<file path="src/rtl/psec5_cnt_readout.sv">
// psec5_cnt_readout: readout controller for the PSEC5 channel counter serializer.
// Walks byte index 0..6: select, load strobe, then 8 SPI_CLK periods per byte.
// CNT_SER is captured LSB first. The 56-bit word is published only when all
// 7 bytes are in.
//
// state  | meaning
// -------+------------------------------------------------------------
// IDLE   | waiting for start_i, byte index held at 0
// SEL    | byte index driven on select_reg_o, strobes low
// LOAD   | load_cnt_ser_o high for LOAD_CYCLES
// GAP    | load strobe low, bit counter cleared before first SPI_CLK rise
// SCK_HI | spi_clk_o high for CLK_DIV cycles
// SCK_LO | spi_clk_o low for CLK_DIV cycles, samples CNT_SER on last cycle
// DONE   | one-cycle done_o, data outputs loaded from the assembled word
module psec5_cnt_readout #(
    parameter int CLK_DIV     = 2,
    parameter int LOAD_CYCLES = 2
) (
    input  logic       clk_i,
    input  logic       rst_i,
    input  logic       start_i,
    input  logic       abort_i,
    input  logic       cnt_ser_i,
    output logic       spi_clk_o,
    output logic       load_cnt_ser_o,
    output logic [2:0] select_reg_o,
    output logic       busy_o,
    output logic       done_o,
    output logic       fmt_err_o,
    output logic [2:0] trig_cnt_o,
    output logic [9:0] ca_o,
    output logic [9:0] cb_o,
    output logic [9:0] cc_o,
    output logic [9:0] cd_o,
    output logic [9:0] ce_o
);

    localparam int TMAX = (CLK_DIV > LOAD_CYCLES) ? CLK_DIV : LOAD_CYCLES;
    localparam int TW   = $clog2(TMAX + 1);
    localparam logic [TW-1:0] T_DIV  = TW'(CLK_DIV - 1);
    localparam logic [TW-1:0] T_LOAD = TW'(LOAD_CYCLES - 1);
    localparam logic [TW-1:0] T_ONE  = TW'(1);

    typedef enum logic [2:0] {
        S_IDLE, S_SEL, S_LOAD, S_GAP, S_SCK_HI, S_SCK_LO, S_DONE
    } state_t;

    state_t        state_q, state_d;
    logic [TW-1:0] tmr_q, tmr_d;
    logic [3:0]    bit_cnt_q, bit_cnt_d;
    logic [2:0]    idx_q, idx_d;
    logic [7:0]    byte_q, byte_d;
    logic [55:0]   word_q, word_d;
    logic          sync1_q, sync2_q;

    logic          spi_clk_q, spi_clk_d;
    logic          load_q, load_d;
    logic [2:0]    sel_q, sel_d;
    logic          busy_q, busy_d;
    logic          done_q, done_d;
    logic          fmt_err_q;
    logic [2:0]    trig_q;
    logic [9:0]    ca_q, cb_q, cc_q, cd_q, ce_q;

    // State, timer, deserializer registers and the CNT_SER synchronizer.
    always_ff @(posedge clk_i) begin
        if (rst_i) begin
            state_q   <= S_IDLE;
            tmr_q     <= '0;
            bit_cnt_q <= '0;
            idx_q     <= '0;
            byte_q    <= '0;
            word_q    <= '0;
            sync1_q   <= 1'b0;
            sync2_q   <= 1'b0;
        end else begin
            state_q   <= state_d;
            tmr_q     <= tmr_d;
            bit_cnt_q <= bit_cnt_d;
            idx_q     <= idx_d;
            byte_q    <= byte_d;
            word_q    <= word_d;
            sync1_q   <= cnt_ser_i;
            sync2_q   <= sync1_q;
        end
    end

    // Next state plus timer / bit counter / byte assembly; abort overrides all.
    always_comb begin
        state_d   = state_q;
        tmr_d     = tmr_q;
        bit_cnt_d = bit_cnt_q;
        idx_d     = idx_q;
        byte_d    = byte_q;
        word_d    = word_q;
        case (state_q)
            S_IDLE: begin
                idx_d = 3'd0;
                if (start_i && !abort_i) state_d = S_SEL;
            end
            S_SEL: begin
                tmr_d   = T_LOAD;
                state_d = S_LOAD;
            end
            S_LOAD: begin
                if (tmr_q != '0) tmr_d = tmr_q - T_ONE;
                else             state_d = S_GAP;
            end
            S_GAP: begin
                bit_cnt_d = 4'd0;
                byte_d    = 8'd0;
                tmr_d     = T_DIV;
                state_d   = S_SCK_HI;
            end
            S_SCK_HI: begin
                if (tmr_q != '0) begin
                    tmr_d = tmr_q - T_ONE;
                end else begin
                    tmr_d   = T_DIV;
                    state_d = S_SCK_LO;
                end
            end
            S_SCK_LO: begin
                if (tmr_q != '0) begin
                    tmr_d = tmr_q - T_ONE;
                end else begin
                    byte_d[bit_cnt_q[2:0]] = sync2_q;
                    bit_cnt_d = bit_cnt_q + 4'd1;
                    if (bit_cnt_d == 4'd8) begin
                        word_d[{idx_q, 3'b000} +: 8] = byte_d;
                        if (idx_q == 3'd6) begin
                            state_d = S_DONE;
                        end else begin
                            idx_d   = idx_q + 3'd1;
                            state_d = S_SEL;
                        end
                    end else begin
                        tmr_d   = T_DIV;
                        state_d = S_SCK_HI;
                    end
                end
            end
            S_DONE:  state_d = S_IDLE;
            default: state_d = S_IDLE;
        endcase
        if (abort_i) state_d = S_IDLE;
    end

    // Output decode from the next state so every output is a plain register.
    always_comb begin
        spi_clk_d = (state_d == S_SCK_HI);
        load_d    = (state_d == S_LOAD);
        sel_d     = (state_d == S_IDLE) ? 3'd0 : idx_d;
        busy_d    = (state_d != S_IDLE);
        done_d    = (state_d == S_DONE);
    end

    // Output registers; data fields load together only on DONE.
    always_ff @(posedge clk_i) begin
        if (rst_i) begin
            spi_clk_q <= 1'b0;
            load_q    <= 1'b0;
            sel_q     <= 3'd0;
            busy_q    <= 1'b0;
            done_q    <= 1'b0;
            fmt_err_q <= 1'b0;
            trig_q    <= 3'd0;
            ca_q      <= '0;
            cb_q      <= '0;
            cc_q      <= '0;
            cd_q      <= '0;
            ce_q      <= '0;
        end else begin
            spi_clk_q <= spi_clk_d;
            load_q    <= load_d;
            sel_q     <= sel_d;
            busy_q    <= busy_d;
            done_q    <= done_d;
            if (done_d) begin
                fmt_err_q <= |word_d[55:53];
                trig_q    <= word_d[52:50];
                ce_q      <= word_d[49:40];
                cd_q      <= word_d[39:30];
                cc_q      <= word_d[29:20];
                cb_q      <= word_d[19:10];
                ca_q      <= word_d[9:0];
            end
        end
    end

    assign spi_clk_o      = spi_clk_q;
    assign load_cnt_ser_o = load_q;
    assign select_reg_o   = sel_q;
    assign busy_o         = busy_q;
    assign done_o         = done_q;
    assign fmt_err_o      = fmt_err_q;
    assign trig_cnt_o     = trig_q;
    assign ca_o           = ca_q;
    assign cb_o           = cb_q;
    assign cc_o           = cc_q;
    assign cd_o           = cd_q;
    assign ce_o           = ce_q;

endmodule

</file>
<file path="config.mk">
export PLATFORM = sky130hd
export DESIGN_NAME = psec5_cnt_readout
export DESIGN_NICKNAME = d
export VERILOG_FILES = /design/src/rtl/psec5_cnt_readout.sv
export SDC_FILE = /design/constraint.sdc
export NUM_CORES = 1
export LEC_CHECK = 0
export ABC_CLOCK_PERIOD_IN_PS = 3050
export BUFFER_PORTS_ARGS = -buffer_cell sky130_fd_sc_hd__buf_2
export CAP_MARGIN = 20
export CORE_ASPECT_RATIO = 1.4
export CORE_MARGIN = 8
export CORE_UTILIZATION = 45
export DETAILED_ROUTE_END_ITERATION = 8
export HOLD_SLACK_MARGIN = 0.15
export PLACE_DENSITY_LB_ADDON = 0.2
export SYNTH_ARGS = -nofsm -noshare
export SYNTH_HDL_FRONTEND = slang
export SYNTH_SLANG_ARGS = --single-unit
</file>
<file path="constraint.sdc">
create_clock -name clk_i -period 3.05 [get_ports clk_i]
set_clock_uncertainty 0.05 [all_clocks]
set_input_delay 0 -clock clk_i [delete_from_list [all_inputs] [get_ports clk_i]]
set_output_delay 0 -clock clk_i [all_outputs]
set_load 0.01 [all_outputs]
</file>
== Word level (Yosys, flattened, before mapping) ==
Cells that the tools add are included.

* Bits in registers: 139
* Bits in latches: 0
* Bits in writable memories: 0
* ROM bits: 0
* Bits of input ports: 5
* Output and inout port bits: 61
* Logic and storage cells: 83
* Memories: 0

* Add/sub/neg operators: 4
* Multiply operators: 0
* Div/mod/pow operators: 0
* $lt $le $gt $ge: 2
* Equal/unequal tests: 13
* Shift-type cells: 2
* Mux-type cells: 28
* Bitwise logic cells: 0
* Reductions and logical operators: 14

{| class="wikitable"
|+ Operator list
! operator !! count
|-
| $mux W56 || 3
|-
| $bwmux W56 || 1
|-
| $shift A8 B8 Y56 const A || 1
|-
| $shiftx A8 B8 Y56 || 1
|-
| $mux W3 || 10
|-
| $pmux W3 S6 || 1
|-
| $pmux W8 S2 || 1
|-
| $eq A3 B3 Y1 const B || 5
|-
| $eq A3 B2 Y1 const B || 3
|-
| $bwmux W8 || 1
|-
| $mux W2 || 4
|-
| $mux W8 || 1
|-
| $neg A6 Y8 || 1
|-
| $pmux W2 S4 || 1
|-
| $pmux W4 S2 || 1
|-
| $logic_not A3 Y1 || 2
|-
| $pmux W3 S2 || 1
|-
| $add A4 B1 Y4 const B || 1
|-
| $eq A4 B4 Y1 const B || 1
|-
| $lt A3 B4 Y1 const B || 1
|-
| $mux W4 || 1
|-
| $ne A2 B2 Y1 const B || 2
|-
| $reduce_bool A2 Y1 || 2
|-
| $reduce_bool A4 Y1 || 1
|-
| 14 further kinds || 16
|}

== Logic depth before layout (Yosys ltp) ==
* Depth after elaboration: 11
* Depth in mapped cells: 12
* Depth with buffers taken out: 10

== Worst setup path before layout ==
No wires, ideal clock.

* Path kind: flip-flop to flip-flop
* Start point: register idx_q[0]
* End point: register ca_q[4], in the netlist ca_o[4]
* Library setup time: 66 ps
* Data arrival time: 2512 ps
* Data required time: 2934 ps
* Setup slack: 422 ps
* Cell stages (with the launch flop): 11
* Buffers on the path: 2
* Period minus slack after synthesis: 2628 ps
* Cells stage by stage: dfxtp_1 > buf_2 > inv_1 > ha_1 > ha_1 > or4b_1 > nor4_4 > buf_6 > nor2_2 > a211o_1 > a21oi_2

* Cells in the longest elaborated chain, start to end: 7
* Elaborated cells on any way between the ends: 14
* Classes of those cells: 1 x add/sub; 2 x eq/ne; 2 x shift; 9 x mux

{| class="wikitable"
|+ Ends and longest elaborated chain
! element !! line !! text
|-
| start: declaration || 51 || <nowiki>logic [2:0] idx_q, idx_d;</nowiki>
|-
| start signal: assignment || 80 || <nowiki>idx_q <= idx_d;</nowiki>
|-
| parallel branches: the longest is 7 deep, another holds $neg A6 Y8 || -- ||
|-
| end signal: assignment || 186 || <nowiki>ca_q <= word_d[9:0];</nowiki>
|-
| end: declaration || 63 || <nowiki>logic [9:0] ca_q, cb_q, cc_q, cd_q, ce_q;</nowiki>
|}

Parallel ways; which one is timed is not known.
A chain may end at the register's enable or synchronous reset.

== Final worst setup path ==
* Start point: register idx_q[1]
* End point: register ca_q[0], in the netlist ca_o[0]

The elaborated chain is that of the path after synthesis.

==> impl_metrics.env <==
export IMPL_path_class="flip-flop to flip-flop"
export IMPL_grt_met3_usage_pct=3.583
export IMPL_max_cap_violations=0
export IMPL_final_common_cell="nor2_1"
export IMPL_crit_buf_inv=2
export IMPL_dr_pass1_iters=4
export IMPL_fin_nets=716
export IMPL_postRouteAntennaNets=0
export IMPL_synth_cells=637
export IMPL_drc_errors=0
export IMPL_grt_pass1_wl_mm=22.83
export IMPL_rsz0062_at_grt="false"
export IMPL_syn_area_um2=5695
export IMPL_grt_busiest_layer="met2"
export IMPL_worst_pin_slew_ns=0.8999
export IMPL_power_leakage_uw=0.002619
export IMPL_cts_root_buffer="clkbuf_16"
export IMPL_synth_enable_flop_cells=0
export IMPL_use_met1_pct=19.20
export IMPL_dieArea_um2=16560
export IMPL_hpwlAfterDp_mm=9.214
export IMPL_slew_violations=0
export IMPL_synth_area_mux_share_pct=8.436
export IMPL_async_flop_share_pct=0
export IMPL_core_um2=12370
export IMPL_cp_common_cell="ha_1"
export IMPL_hold_viol_final=0
export IMPL_drive_gt1_share_pct=18.91
export IMPL_clock_sinks=139
export IMPL_final_cell_mix="nor2_1 (162), dfxtp_1 (139), buf_2 (64)"
export IMPL_antenna_cells=0
export IMPL_grt_ovfl_total=0
export IMPL_ctsHoldBuffers=5
export IMPL_max_freq_ghz=0.3670
export IMPL_clock_latency_ns=0.41
export IMPL_synth_seq_cells=139
export IMPL_grt_antenna_before_repair=0
export IMPL_relSlewSlack_pct=38.29
export IMPL_die_w_um=111.1
export IMPL_hold_depth=3
export IMPL_finalSetupTns_ns=0
export IMPL_synth_compound_area_share_pct=15.42
export IMPL_yosysWarnings=0
export IMPL_outcome="finished, final reports clean"
export IMPL_period_share_pct=89.35
export IMPL_gr_usage_met2_pct=28.54
export IMPL_post_place_cells=827
export IMPL_post_cts_resized=0
export IMPL_synth_top_family_by_area="simple AND/OR/NAND/NOR gates"
export IMPL_port_buffers=65
export IMPL_viasPerCell=5.426
export IMPL_cts_tree="done"
export IMPL_rr_worst_depth=9
export IMPL_setup_violations=0
export IMPL_h_tree_depth=4
export IMPL_critPathMaxStageDelay_ns=0.54
export IMPL_rows=48
export IMPL_numCtsBuffers=17
export IMPL_cp_top_family="simple AND/OR/NAND/NOR gates"
export IMPL_drt_initial_drc_count=197
export IMPL_io_pins=66
export IMPL_wl_per_cell_um=15.81
export IMPL_synth_fa_ha_area_share_pct=2.197
export IMPL_area_growth_synth_to_final_pct=19.09
export IMPL_synthFlopType="dfxtp_1"
export IMPL_gp_congestion=0.8455
export IMPL_path_depth=9
export IMPL_cp_arrival_ns=3.01
export IMPL_seq_area_frac_synth_pct=48.86
export IMPL_die_h_um=149.1
export IMPL_path_max_fanout=24
export IMPL_path_clk_slew_ns=0.06
export IMPL_synth_xor_area_share_pct=0.4613
export IMPL_startpoint_type="flip-flop"
export IMPL_critPathCaptureType="flip-flop"
export IMPL_wl_mm=13.66
export IMPL_synth_cell_type_count=49
export IMPL_post_cts_buffers=0
export IMPL_ir_drop_uv=369.1
export IMPL_syn_area_per_cell_um2=8.941
export IMPL_cp_required_ns=3.34
export IMPL_worst_path_max_delay_cell="or4b_1"
export IMPL_grt_start_max_net_pins=90
export IMPL_hold_path_class="input pin to flip-flop"
export IMPL_grtUsageTotal_pct=16.60
export IMPL_vias=4688
export IMPL_syn_num_nets=652
export IMPL_grt_pass1_vias=4553
export IMPL_min_period_ns=2.725
export IMPL_fin_cells=864
export IMPL_crit_chain="inv_1 > ha_1 > ha_1 > or4b_1 > nor4_4 > buf_4 > nor2_1 > a211o_1 > a21oi_1"
export IMPL_synth_simple_gate_area_share_pct=20.54
export IMPL_start_util_pct=46.04
export IMPL_cts_path_max_buffers=2
export IMPL_powerDensity_nw_per_um2=574.9
[power breakdown]
group | switching, uW | internal [uW] | total [uW]
combinational | 66.1 | 30.0 | 96.1
clock | 799 | 1170 | 1970
sequential | 10.3 | 1820 | 1830
total | 876 | 3020 | 3900
[flip-flops by register name (all words and copies together) (netlist names), 4 cells and up]
signal and flops:
cb_o 10, ce_o 10, cd_o 10, byte_q 8, ca_o 10, bit_cnt_q 4
word_q 56, cc_o 10
[cell families after synthesis]
logic type / after synthesis
buf+inv: 53
simple gates: 259
xor+xnor: 3
compound gates: 125
mux: 48
fa+ha+maj: 10
flops: 139
[metrics by stage]
step           cell area, um^2  total power, uW  hold WS [ns]  utilization [%]  setup WS [ns]
2_1_floorplan             5695             1939       0.02851                -         0.4223
3_3_place_gp              6163             1960        0.1816            49.82         0.4529
3_5_place_dp              6163             1963        0.1711            49.82         0.3605
4_1_cts                   6783             3925        0.2905            54.82         0.3491
5_1_grt                   6783             4026        0.3227            54.82         0.1281
6_report                  6783             3899        0.2950            54.82         0.3249
[cell type report]
cell class,count,area [um^2]
sequential,139,2783
inverter,10,37.54
fill,1136,5589
clock inverter,12,112.6
multi-input combinational,445,2680
clock buffer,20,456.7
tap,150,187.7
timing repair buffer,88,525.5
[worst paths after layout]
kind	startpoint	end	slack (ns)
worst max register to register	idx_q[1]$_SDFF_PP0_	ca_o[0]$_SDFFE_PP0N_	0.32
worst min-delay path	cnt_ser_i	sync1_q$_SDFF_PP0_	0.29
worst min register to register	fmt_err_o$_SDFFE_PP0N_	fmt_err_o$_SDFFE_PP0N_	0.40
worst max-delay path	idx_q[1]$_SDFF_PP0_	ca_o[0]$_SDFFE_PP0N_	0.32
[cell usage after synthesis, types with 2 or more instances]
| library cell | number | share of area [%] |
|---|---|---|
| a211o_1 | 9 | 1.4 |
| a211oi_1 | 54 | 7.1 |
| a21oi_1 | 37 | 3.3 |
| a21oi_2 | 4 | 0.62 |
| a22oi_1 | 2 | 0.26 |
| and2_1 | 2 | 0.22 |
| and3_1 | 7 | 0.77 |
| buf_1 | 5 | 0.33 |
| buf_2 | 15 | 1.3 |
| buf_4 | 2 | 0.26 |
| clkbuf_1 | 20 | 1.3 |
| dfxtp_1 | 139 | 49 |
| ha_1 | 10 | 2.2 |
| inv_1 | 10 | 0.66 |
| mux2i_1 | 48 | 8.4 |
| nand2_1 | 31 | 2.0 |
| nand2_2 | 2 | 0.22 |
| nand3_1 | 9 | 0.79 |
| nand3b_1 | 5 | 0.66 |
| nor2_1 | 162 | 11 |
| nor2_2 | 4 | 0.44 |
| nor2_4 | 2 | 0.40 |
| nor2b_1 | 6 | 0.66 |
| nor3_1 | 16 | 1.4 |
| nor3b_1 | 2 | 0.26 |
| o21ai_0 | 9 | 0.79 |
| o22ai_1 | 2 | 0.22 |
| xor2_1 | 2 | 0.31 |
[layer usage]
layer	vias to the layer above	routed length, um
li1	2336	-
met1	2200	6048
met2	122	6752
met3	30	519
met4	0	338
met5	-	0
[worst reg2reg max path, stage by stage (launching register included)]
cell and delay, ns:
dfxtp_1 0.43, inv_1 0.11, ha_1 0.20, ha_1 0.37, or4b_1 0.54, nor4_4 0.15, buf_4 0.31, nor2_1 0.11
a211o_1 0.27, a21oi_1 0.11
Power figures use the tool's default switching activity.
